### config.mk
export PLATFORM = sky130hd
export DESIGN_NAME = dm_wb_cache
export DESIGN_NICKNAME = d
export VERILOG_FILES = /design/src/rtl/dm_wb_cache.sv
export SDC_FILE = /design/constraint.sdc
export NUM_CORES = 2
export LEC_CHECK = 0
export CORE_ASPECT_RATIO = 1.1
export CORE_MARGIN = 10
export CORE_UTILIZATION = 50
export CTS_CLUSTER_DIAMETER = 40
export DETAILED_ROUTE_END_ITERATION = 8
export PLACE_DENSITY = 0.67
export SYNTH_ARGS = -nofsm -noshare
export SYNTH_HDL_FRONTEND = slang
export SYNTH_SLANG_ARGS = --single-unit
### constraint.sdc
create_clock -name i_clk -period 12.8 [get_ports i_clk]
set_input_delay 1.92 -clock i_clk [delete_from_list [all_inputs] [get_ports i_clk]]
set_output_delay 1.92 -clock i_clk [all_outputs]
set_load 0.005 [all_outputs]
### src/rtl/dm_wb_cache.sv
// dm_wb_cache: direct-mapped, write-back, write-allocate data cache.
// Hits complete in the request cycle. Misses become one-pulse line transactions on the
// 128-bit memory port. i_proc_finish flushes every dirty line and then parks in DONE.
// Optional build macro CACHE_PERF_EN adds the o_acc_cnt / o_miss_cnt counters.
module dm_wb_cache #(
    parameter int unsigned BIT_W     = 32,
    parameter int unsigned ADDR_W    = 32,
    parameter int unsigned NUM_LINES = 16
) (
    input  logic                 i_clk,
    input  logic                 i_rst_n,
    input  logic                 i_proc_cen,
    input  logic                 i_proc_wen,
    input  logic [ADDR_W-1:0]    i_proc_addr,
    input  logic [BIT_W-1:0]     i_proc_wdata,
    output logic [BIT_W-1:0]     o_proc_rdata,
    output logic                 o_proc_stall,
    input  logic                 i_proc_finish,
    output logic                 o_cache_finish,
    output logic                 o_mem_cen,
    output logic                 o_mem_wen,
    output logic [ADDR_W-1:0]    o_mem_addr,
    output logic [4*BIT_W-1:0]   o_mem_wdata,
    input  logic [4*BIT_W-1:0]   i_mem_rdata,
    input  logic                 i_mem_stall
`ifdef CACHE_PERF_EN
    ,
    output logic [31:0]          o_acc_cnt,
    output logic [31:0]          o_miss_cnt
`endif
);
    localparam int unsigned IDX_W  = $clog2(NUM_LINES);
    localparam int unsigned TAG_W  = ADDR_W - 4 - IDX_W;
    localparam int unsigned LINE_W = 4 * BIT_W;
    localparam logic [IDX_W-1:0] LAST_IDX = IDX_W'(NUM_LINES - 1);

    typedef enum logic [3:0] {
        StIdle, StWbReq, StWbWait, StRdReq, StRdWait, StFlScan, StFlReq, StFlWait, StDone
    } state_t;

    state_t               r_state;
    logic [IDX_W-1:0]     r_idx;       // line under miss handling or flush scan
    logic [TAG_W-1:0]     r_req_tag;   // tag of the missing request
    logic                 r_fin_pend;  // finish seen while busy, served on return to IDLE
    logic [NUM_LINES-1:0] r_valid;
    logic [NUM_LINES-1:0] r_dirty;
    logic [TAG_W-1:0]     r_tag  [NUM_LINES];
    logic [LINE_W-1:0]    r_data [NUM_LINES];

    logic [IDX_W-1:0]     w_idx;
    logic [TAG_W-1:0]     w_tag;
    logic [1:0]           w_word;
    logic                 w_hit;
    logic                 w_idle_hit;
    logic                 w_miss;
    logic                 w_fill;
    logic [LINE_W-1:0]    w_line;
    logic [LINE_W-1:0]    w_line_st;
    logic [BIT_W-1:0]     w_rword;
    logic [ADDR_W-1:0]    w_victim_addr;
    logic [ADDR_W-1:0]    w_fill_addr;
    logic                 w_unused_addr;

    assign w_idx         = i_proc_addr[4 +: IDX_W];
    assign w_tag         = i_proc_addr[ADDR_W-1 -: TAG_W];
    assign w_word        = i_proc_addr[3:2];
    assign w_unused_addr = ^i_proc_addr[1:0];   // word-aligned accesses only
    assign w_hit         = r_valid[w_idx] && (r_tag[w_idx] == w_tag);
    assign w_idle_hit    = (r_state == StIdle) && i_proc_cen && w_hit;
    assign w_miss        = (r_state == StIdle) && i_proc_cen && !w_hit;
    assign w_fill        = (r_state == StRdWait) && !i_mem_stall;
    assign w_line        = r_data[w_idx];
    assign w_victim_addr = {r_tag[r_idx], r_idx, 4'b0};
    assign w_fill_addr   = {r_req_tag, r_idx, 4'b0};

    assign o_proc_stall   = i_proc_cen && !((r_state == StIdle) && w_hit);
    assign o_proc_rdata   = (w_idle_hit && !i_proc_wen) ? w_rword : '0;
    assign o_cache_finish = (r_state == StDone);

    // Word select for loads and word merge for store hits.
    always_comb begin
        w_rword   = w_line[0 +: BIT_W];
        w_line_st = w_line;
        case (w_word)
            2'd0: begin w_rword = w_line[0*BIT_W +: BIT_W]; w_line_st[0*BIT_W +: BIT_W] = i_proc_wdata; end
            2'd1: begin w_rword = w_line[1*BIT_W +: BIT_W]; w_line_st[1*BIT_W +: BIT_W] = i_proc_wdata; end
            2'd2: begin w_rword = w_line[2*BIT_W +: BIT_W]; w_line_st[2*BIT_W +: BIT_W] = i_proc_wdata; end
            default: begin w_rword = w_line[3*BIT_W +: BIT_W]; w_line_st[3*BIT_W +: BIT_W] = i_proc_wdata; end
        endcase
    end

    // Memory port decode: request pulses in *Req, wen/addr/data held through *Wait.
    always_comb begin
        o_mem_cen   = 1'b0;
        o_mem_wen   = 1'b0;
        o_mem_addr  = '0;
        o_mem_wdata = '0;
        unique case (r_state)
            StWbReq, StFlReq: begin
                o_mem_cen   = 1'b1;
                o_mem_wen   = 1'b1;
                o_mem_addr  = w_victim_addr;
                o_mem_wdata = r_data[r_idx];
            end
            StWbWait, StFlWait: begin
                o_mem_wen   = 1'b1;
                o_mem_addr  = w_victim_addr;
                o_mem_wdata = r_data[r_idx];
            end
            StRdReq: begin
                o_mem_cen  = 1'b1;
                o_mem_addr = w_fill_addr;
            end
            StRdWait: o_mem_addr = w_fill_addr;
            default: ;
        endcase
    end

    // Line storage; tag/data are unreset, valid gates their use.
    always_ff @(posedge i_clk) begin
        if (w_fill) begin
            r_data[r_idx] <= i_mem_rdata;
            r_tag[r_idx]  <= r_req_tag;
        end else if (w_idle_hit && i_proc_wen) begin
            r_data[w_idx] <= w_line_st;
        end
    end

    // Control FSM with valid/dirty bookkeeping.
    always_ff @(posedge i_clk or negedge i_rst_n) begin
        if (!i_rst_n) begin
            r_state    <= StIdle;
            r_idx      <= '0;
            r_req_tag  <= '0;
            r_fin_pend <= 1'b0;
            r_valid    <= '0;
            r_dirty    <= '0;
        end else begin
            if (i_proc_finish) r_fin_pend <= 1'b1;
            case (r_state)
                StIdle: begin
                    if (i_proc_cen) begin
                        if (w_hit) begin
                            if (i_proc_wen) r_dirty[w_idx] <= 1'b1;
                        end else begin
                            r_idx     <= w_idx;
                            r_req_tag <= w_tag;
                            r_state   <= r_dirty[w_idx] ? StWbReq : StRdReq;
                        end
                    end else if (i_proc_finish || r_fin_pend) begin
                        r_idx      <= '0;
                        r_fin_pend <= 1'b0;
                        r_state    <= StFlScan;
                    end
                end
                StWbReq: r_state <= StWbWait;
                StWbWait: begin
                    if (!i_mem_stall) begin
                        r_dirty[r_idx] <= 1'b0;
                        r_state        <= StRdReq;
                    end
                end
                StRdReq: r_state <= StRdWait;
                StRdWait: begin
                    if (!i_mem_stall) begin
                        r_valid[r_idx] <= 1'b1;
                        r_dirty[r_idx] <= 1'b0;
                        r_state        <= StIdle;
                    end
                end
                StFlScan: begin
                    if (r_dirty[r_idx]) r_state <= StFlReq;
                    else if (r_idx == LAST_IDX) r_state <= StDone;
                    else r_idx <= r_idx + IDX_W'(1);
                end
                StFlReq: r_state <= StFlWait;
                StFlWait: begin
                    if (!i_mem_stall) begin
                        r_dirty[r_idx] <= 1'b0;
                        if (r_idx == LAST_IDX) begin
                            r_state <= StDone;
                        end else begin
                            r_idx   <= r_idx + IDX_W'(1);
                            r_state <= StFlScan;
                        end
                    end
                end
                StDone: r_state <= StDone;
                default: r_state <= StIdle;
            endcase
        end
    end

`ifdef CACHE_PERF_EN
    logic [31:0] r_acc_cnt;
    logic [31:0] r_miss_cnt;

    // Completed-access and miss counters, wrapping at 2^32.
    always_ff @(posedge i_clk or negedge i_rst_n) begin
        if (!i_rst_n) begin
            r_acc_cnt  <= '0;
            r_miss_cnt <= '0;
        end else begin
            if (i_proc_cen && !o_proc_stall) r_acc_cnt <= r_acc_cnt + 32'd1;
            if (w_miss) r_miss_cnt <= r_miss_cnt + 32'd1;
        end
    end

    assign o_acc_cnt  = r_acc_cnt;
    assign o_miss_cnt = r_miss_cnt;
`endif

endmodule
# Word-level counts from Yosys, hierarchy flattened
# Memories as Yosys holds them, arrays and structs flattened.
# Cells that the tools add are included.
word_totals:
  regBits: 65
  ramBits: 2432
  inputBits: 198
  output_inout_bits: 196
  n_memories: 2
op_classes:
  addsub: 1
  order_cmp: 4
  eq_ne: 23
  muxes: 55
  bitwise_logic: 6
  n_reduce_logical: 29
memory_table:
  columns: ["name", "words", "word_bits", "rd", "rd_clocked_by_memory_dff", "wr", "line_no", "source"]
  rows:
  - ["r_data", 16, 128, 2, 0, 1, "48", "logic [LINE_W-1:0] r_data [NUM_LINES];"]
  - ["r_tag", 16, 24, 2, 0, 1, "47", "logic [TAG_W-1:0] r_tag [NUM_LINES];"]
ops:
  columns: ["op", "count"]
  rows:
  - ["$mux 128", 2]
  - ["$mux 32", 5]
  - ["$reduce_or 128->1", 1]
  - ["$pmux 32 s3", 1]
  - ["$mux 16", 4]
  - ["$mux 4", 16]
  - ["$pmux 32 s2", 1]
  - ["$pmux 4 s9", 1]
  - ["$or 16x16->16", 2]
  - ["$pmux 16 s2", 1]
  - ["$eq 24x24->1", 1]
  - ["$mux 1", 17]
  - ["$and 16x16->16", 1]
  - ["$eq 4x3->1 const B", 4]
  - ["$ne 2x2->1 const B", 8]
  - ["$not 16->16", 1]
  - ["$bmux 1 s4", 3]
  - ["$pmux 4 s3", 1]
  - ["$logic_and 1x1->1", 10]
  - ["$lt 4x5->1 const B", 2]
  - ["$reduce_and 5->1", 2]
  - ["$reduce_or 3->1", 3]
  - ["$demux 1 s4", 2]
  - ["$eq 4x2->1 const B", 2]
  - ["other kinds (21)", 27]

# Longest topological paths before layout
depth:
  word_depth: 10
  depth_mapped: 16
  depth_no_buf: 9

# Worst setup path before layout
# No wires, ideal clock.
synth_timing:
  kind: "input to register"
  start: "input port i_proc_addr[4]"
  end: "memory r_data[7][0] (netlist name) (enable)"
  arrival_time_ns: 13.902
  required_ns: 11.992
  path_slack_ns: -1.911
  cell_stages: 11
  n_path_buf: 3
  cell_sequence: "buf_6 > buf_6 > mux4_2 > a221o_1 > a221o_1 > o31ai_2 > nand2_1 > nor4_2 > nand2_1 > buf_2 > o32ai_1"
synth_via:
  elab_chain_len: 10
synth_rtl:
  columns: ["element", "line_no", "source"]
  rows:
  - ["start, declared", "14", "input logic [ADDR_W-1:0] i_proc_addr,"]
  - ["$mem_v2 16x24 / $bmux 1 s4 (equally long branches)", null, null]
  - ["$eq 24x24->1 / $mux 1 (equally long branches)", "68", "assign w_hit = r_valid[w_idx] && (r_tag[w_idx] == w_tag);"]
  - ["$logic_and 1x1->1", "68", null]
  - ["$logic_and 1x1->1", "69", "assign w_idle_hit = (r_state == StIdle) && i_proc_cen && w_hit;"]
  - ["$logic_and 1x1->1", "124", "end else if (w_idle_hit && i_proc_wen) begin"]
  - ["$mux 1", "124", null]
  - ["$mux 1", "121", "if (w_fill) begin"]
  - ["$mux 1 (implied by the code)", "125", "r_data[w_idx] <= w_line_st;"]
  - ["$reduce_or 128->1 (no source line)", null, null]
  - ["$mux 4 (no source line) / $mux 1 (equally long branches)", null, null]
  - ["end, declared", "48", null]
# Parallel ways exist; a longest one is shown, timed or not. The select of a mux whose other input is x is not followed.

# Worst setup path in the final report
layout_timing:
  start: "input port i_proc_addr[7]"
  end: "output port o_proc_rdata[16]"
layout_via:
  elab_chain_len: 6
layout_rtl:
  columns: ["element", "line_no", "source"]
  rows:
  - ["$mem_v2 16x24 / $bmux 1 s4 (equally long branches)", null, null]
  - ["$eq 24x24->1 / $mux 1 (equally long branches)", "68", null]
  - ["$logic_and 1x1->1", "68", null]
  - ["$logic_and 1x1->1", "69", null]
  - ["$logic_and 1x1->1", "77", "assign o_proc_rdata = (w_idle_hit && !i_proc_wen) ? w_rword : '0;"]
  - ["$mux 32 *", "77", null]
  - ["end, declared", "16", "output logic [BIT_W-1:0] o_proc_rdata,"]
# Mark *: on every way between the ends. The rest lies on a longest branch, timed or not. The select of a mux whose other input is x is not followed.

==> reports/results.ini <==
[status]
status = finished clean

[hold_path]
hold_class = flop to flop
hold_start = r_valid[5]
min_delay_worst_endpoint = r_valid[5]
hold_depth = 1

[synthesis]
yosysMostFrequentCell = edfxtp_1
syn_area_per_cell_um2 = 21.4
synth-async-reset-ratio_pct = 2.60
syn_inst = 5537
yosys.area_share.simple_pct = 2.32
synth_cell_type_count = 70
synth_common_cells = 2432 x edfxtp_1, 1506 x mux4_2, 271 x clkbuf_1
netlist_area_mm2 = 0.118
synth_warnings = 0
synth_top_area_cell = edfxtp_1
synth_top_area_share_pct = 61.7
synthAdderAreaFrac_pct = 0.0423
synth_top_family_by_area = multiplexers
synth_compound_area_share_pct = 1.53
ys_seq_area_share_pct = 63.0
synthXorXnorAreaFrac_pct = 0.192
synth_seq_cells = 2497
synthMuxAreaShare_pct = 31.2
yosys-top-cells-area = edfxtp_1 62%, mux4_2 29%, mux2i_1 1.5%
synth_ff_type = edfxtp_1
synth_edf_count = 2432

[grt]
grt_pass1_vias = 69100
grt_util_all_layers_pct = 29.5
antenna_found_initial = 33
grt_start_max_net_pins = 141
grt_pass1_wl_mm = 536
overflow = 0

[sta]
max_freq_ghz = 0.104
slew_headroom_pct = 16.1
worstMarginPinSlew_ns = 1.25
hold_violations = 0
period_needed_ns = 9.60
final_max_slew_viol_count = 0
setup_violations = 0
setup_tns_ns = 0
fin_skew_ns = 0.0835
period_share_pct = 75.0
whs_ns = 0.469
rsz0062_at_grt = no
setup_ws_ns = 3.20

[power_and_ir_drop]
p_switching_w = 0.00793
intPower_w = 0.0192
pwr-share-clk_pct = 37.5
leakagePower_nw = 44.1
power_frac_comb_pct = 26.7
power_frac_seq_pct = 35.8
powerDensity_mw_per_mm2 = 195
ir_drop_v = 0.000304
p_sw_share_pct = 29.2

[floorplanning]
die_w_um = 484
start_util_pct = 50.2
io_pins = 394
coreArea_mm2 = 0.236
dieArea_mm2 = 0.257
fp.dieH_um = 530
rows = 187

[layout]
finish.net_count = 6271
layout.cells.non_filler = 9508
final_cell_area_mm2 = 0.139
syn_to_final_growth_pct = 17.5
drive_gt1_share_pct = 39.1

[setup_path]
r2r_setup_slack_ns = 6.75
worstRegToRegCells = 11
startpoint_type = input port
crit_type = input port to output port
r2r-start = r_tag[2][5]
worstPathArrival_ns = 7.68
critPathCaptureType = output port
r2r-end = r_data[4][85]
cp_max_fo = 46
required_ns = 10.88

[route]
dr_wl_met2_mm = 182
drt-initial-drc-count = 9213
ant_nets = 0
avgViaCountPerCell = 7.07
wl_per_cell_um = 40.4
routed_wl_mm = 384
vias = 67200
drc = 0
top_layer_used = met5
dr.pass1.iters = 6
wl_met1_mm = 136
met3_length_mm = 38.5

[clock_network]
cts_tree = done
clk_latency_ns = 0.91
numCtsBuffers = 357
hold_buffers = 0
post-cts-setup-buffers = 0
clk_pin_slew_worst_paths_ns = 0.05
clockBufferDepth = 4
clk_root_buffer_cell = clkbuf_16
htreeDepth = 5
cts_sinks = 2497
cts_resized = 0

[place]
pre_cts_ws_ns = 3.14
place_area_mm2 = 0.127
dp_hpwl_mm = 221
port_buffers = 387
place.gp.congestion = 0.839
placed_cells = 8828

[run]
maxCapViolCount = 0

-- critical path: stages --
cell and delay [ns]:
buf_4 0.50, buf_4 0.76, mux4_2 0.40, mux2i_1 0.26, nor2_1 0.11, o41ai_1 0.81, nand4_1 0.29, nor4_4 0.38
buf_4 0.33, nand2b_2 0.61, nor2b_1 0.53, clkdlybuf4s50_1 0.60
-- stage by stage --
| stage | power [W] | util (%) |
|---|---|---|
| final | 0.0271 | 59.0 |
| after global routing | 0.0279 | 58.9 |
| after CTS | 0.0273 | 58.9 |
| after detailed placement | 0.0171 | 53.7 |
| after global placement | 0.0171 | 53.7 |
| after floorplan | 0.0138 | - |
-- layout make-up --
cell class              instances  area (um2)
diodes                         31        77.6
repair buffers                613        5880
flip-flops and latches       2497       74700
well taps                    3118        3900
multi-input cells            2580       42100
clock buffers                 396        9360
inverters                      20        82.6
clock inverters               253        3010
fillers                     16800       96800
-- kinds of logic after synthesis --
| family | after synthesis |
|---|---|
| flip-flops | 2497 |
| multiplexers | 1791 |
| buffers and inverters | 463 |
| XOR/XNOR | 26 |
| other | 1 |
| AO/OA/AOI/OAI | 286 |
| AND/OR/NAND/NOR | 469 |
| adder cells (fa/ha/maj) | 4 |
-- power groups by stage --
stage | Sequential [W] | Clock, W | Combinational [W]
after global placement | 0.00984 | 0 | 0.00727
after floorplan | 0.00968 | 0 | 0.00415
after CTS | 0.00970 | 0.0103 | 0.00730
after detailed placement | 0.00987 | 0 | 0.00727
final | 0.00971 | 0.0102 | 0.00725
after global routing | 0.00974 | 0.0106 | 0.00756
-- state kept, by name, indices dropped and copies added, names as in the netlist --
register,cells
r_data,2048
r_tag,384
r_req_tag,24
r_dirty,16
r_valid,16
r_idx,4
r_state,4
r_fin_pend,1
-- routing by layer --
layer | track usage (%) | vias up
li1 | - | 25500
met3 | 6.06 | 798
met5 | 0 | -
met4 | 18.5 | 14
met2 | 45.8 | 4511
met1 | 38.5 | 36300
-- worst max-delay path by stage --
stage | start | endpoint | slack, ns | cells after the start
floorplan | i_mem_stall | r_data[12][0] | -0.34 | 3
global placement | i_proc_addr[4] | o_proc_rdata[16] | 3.08 | 12
detailed placement | i_proc_addr[4] | o_proc_rdata[16] | 3.14 | 12
CTS | i_proc_addr[4] | o_proc_rdata[16] | 3.10 | 12
global route | i_proc_addr[4] | o_proc_rdata[16] | 2.91 | 12
finish | i_proc_addr[7] | o_proc_rdata[16] | 3.20 | 12
-- layout by cell type (no fill, tap or decap), types with 13 or more instances in the layout --
cell type / count
mux2_2: 72
nor2_1: 38
o22ai_1: 18
xnor2_1: 16
a22oi_1: 18
clkinvlp_4: 36
mux2_1: 23
and2_1: 135
o21ai_0: 111
buf_4: 203
inv_1: 19
buf_12: 25
nand3_1: 16
inv_6: 47
clkinv_1: 32
clkdlybuf4s50_1: 380
o21ai_1: 15
dfrtp_1: 61
clkinv_4: 29
nand2b_1: 105
clkinv_2: 41
a22o_1: 25
diode_2: 31
a21oi_1: 26
bufinv_16: 49
mux4_2: 1506
nand2_1: 47
or2_2: 20
mux2i_1: 177
and3_1: 19
clkbuf_1: 23
clkbuf_16: 368
mux2_4: 13
edfxtp_1: 2432
nor2b_1: 40
Note: power is estimated with default switching activity, not from simulation.
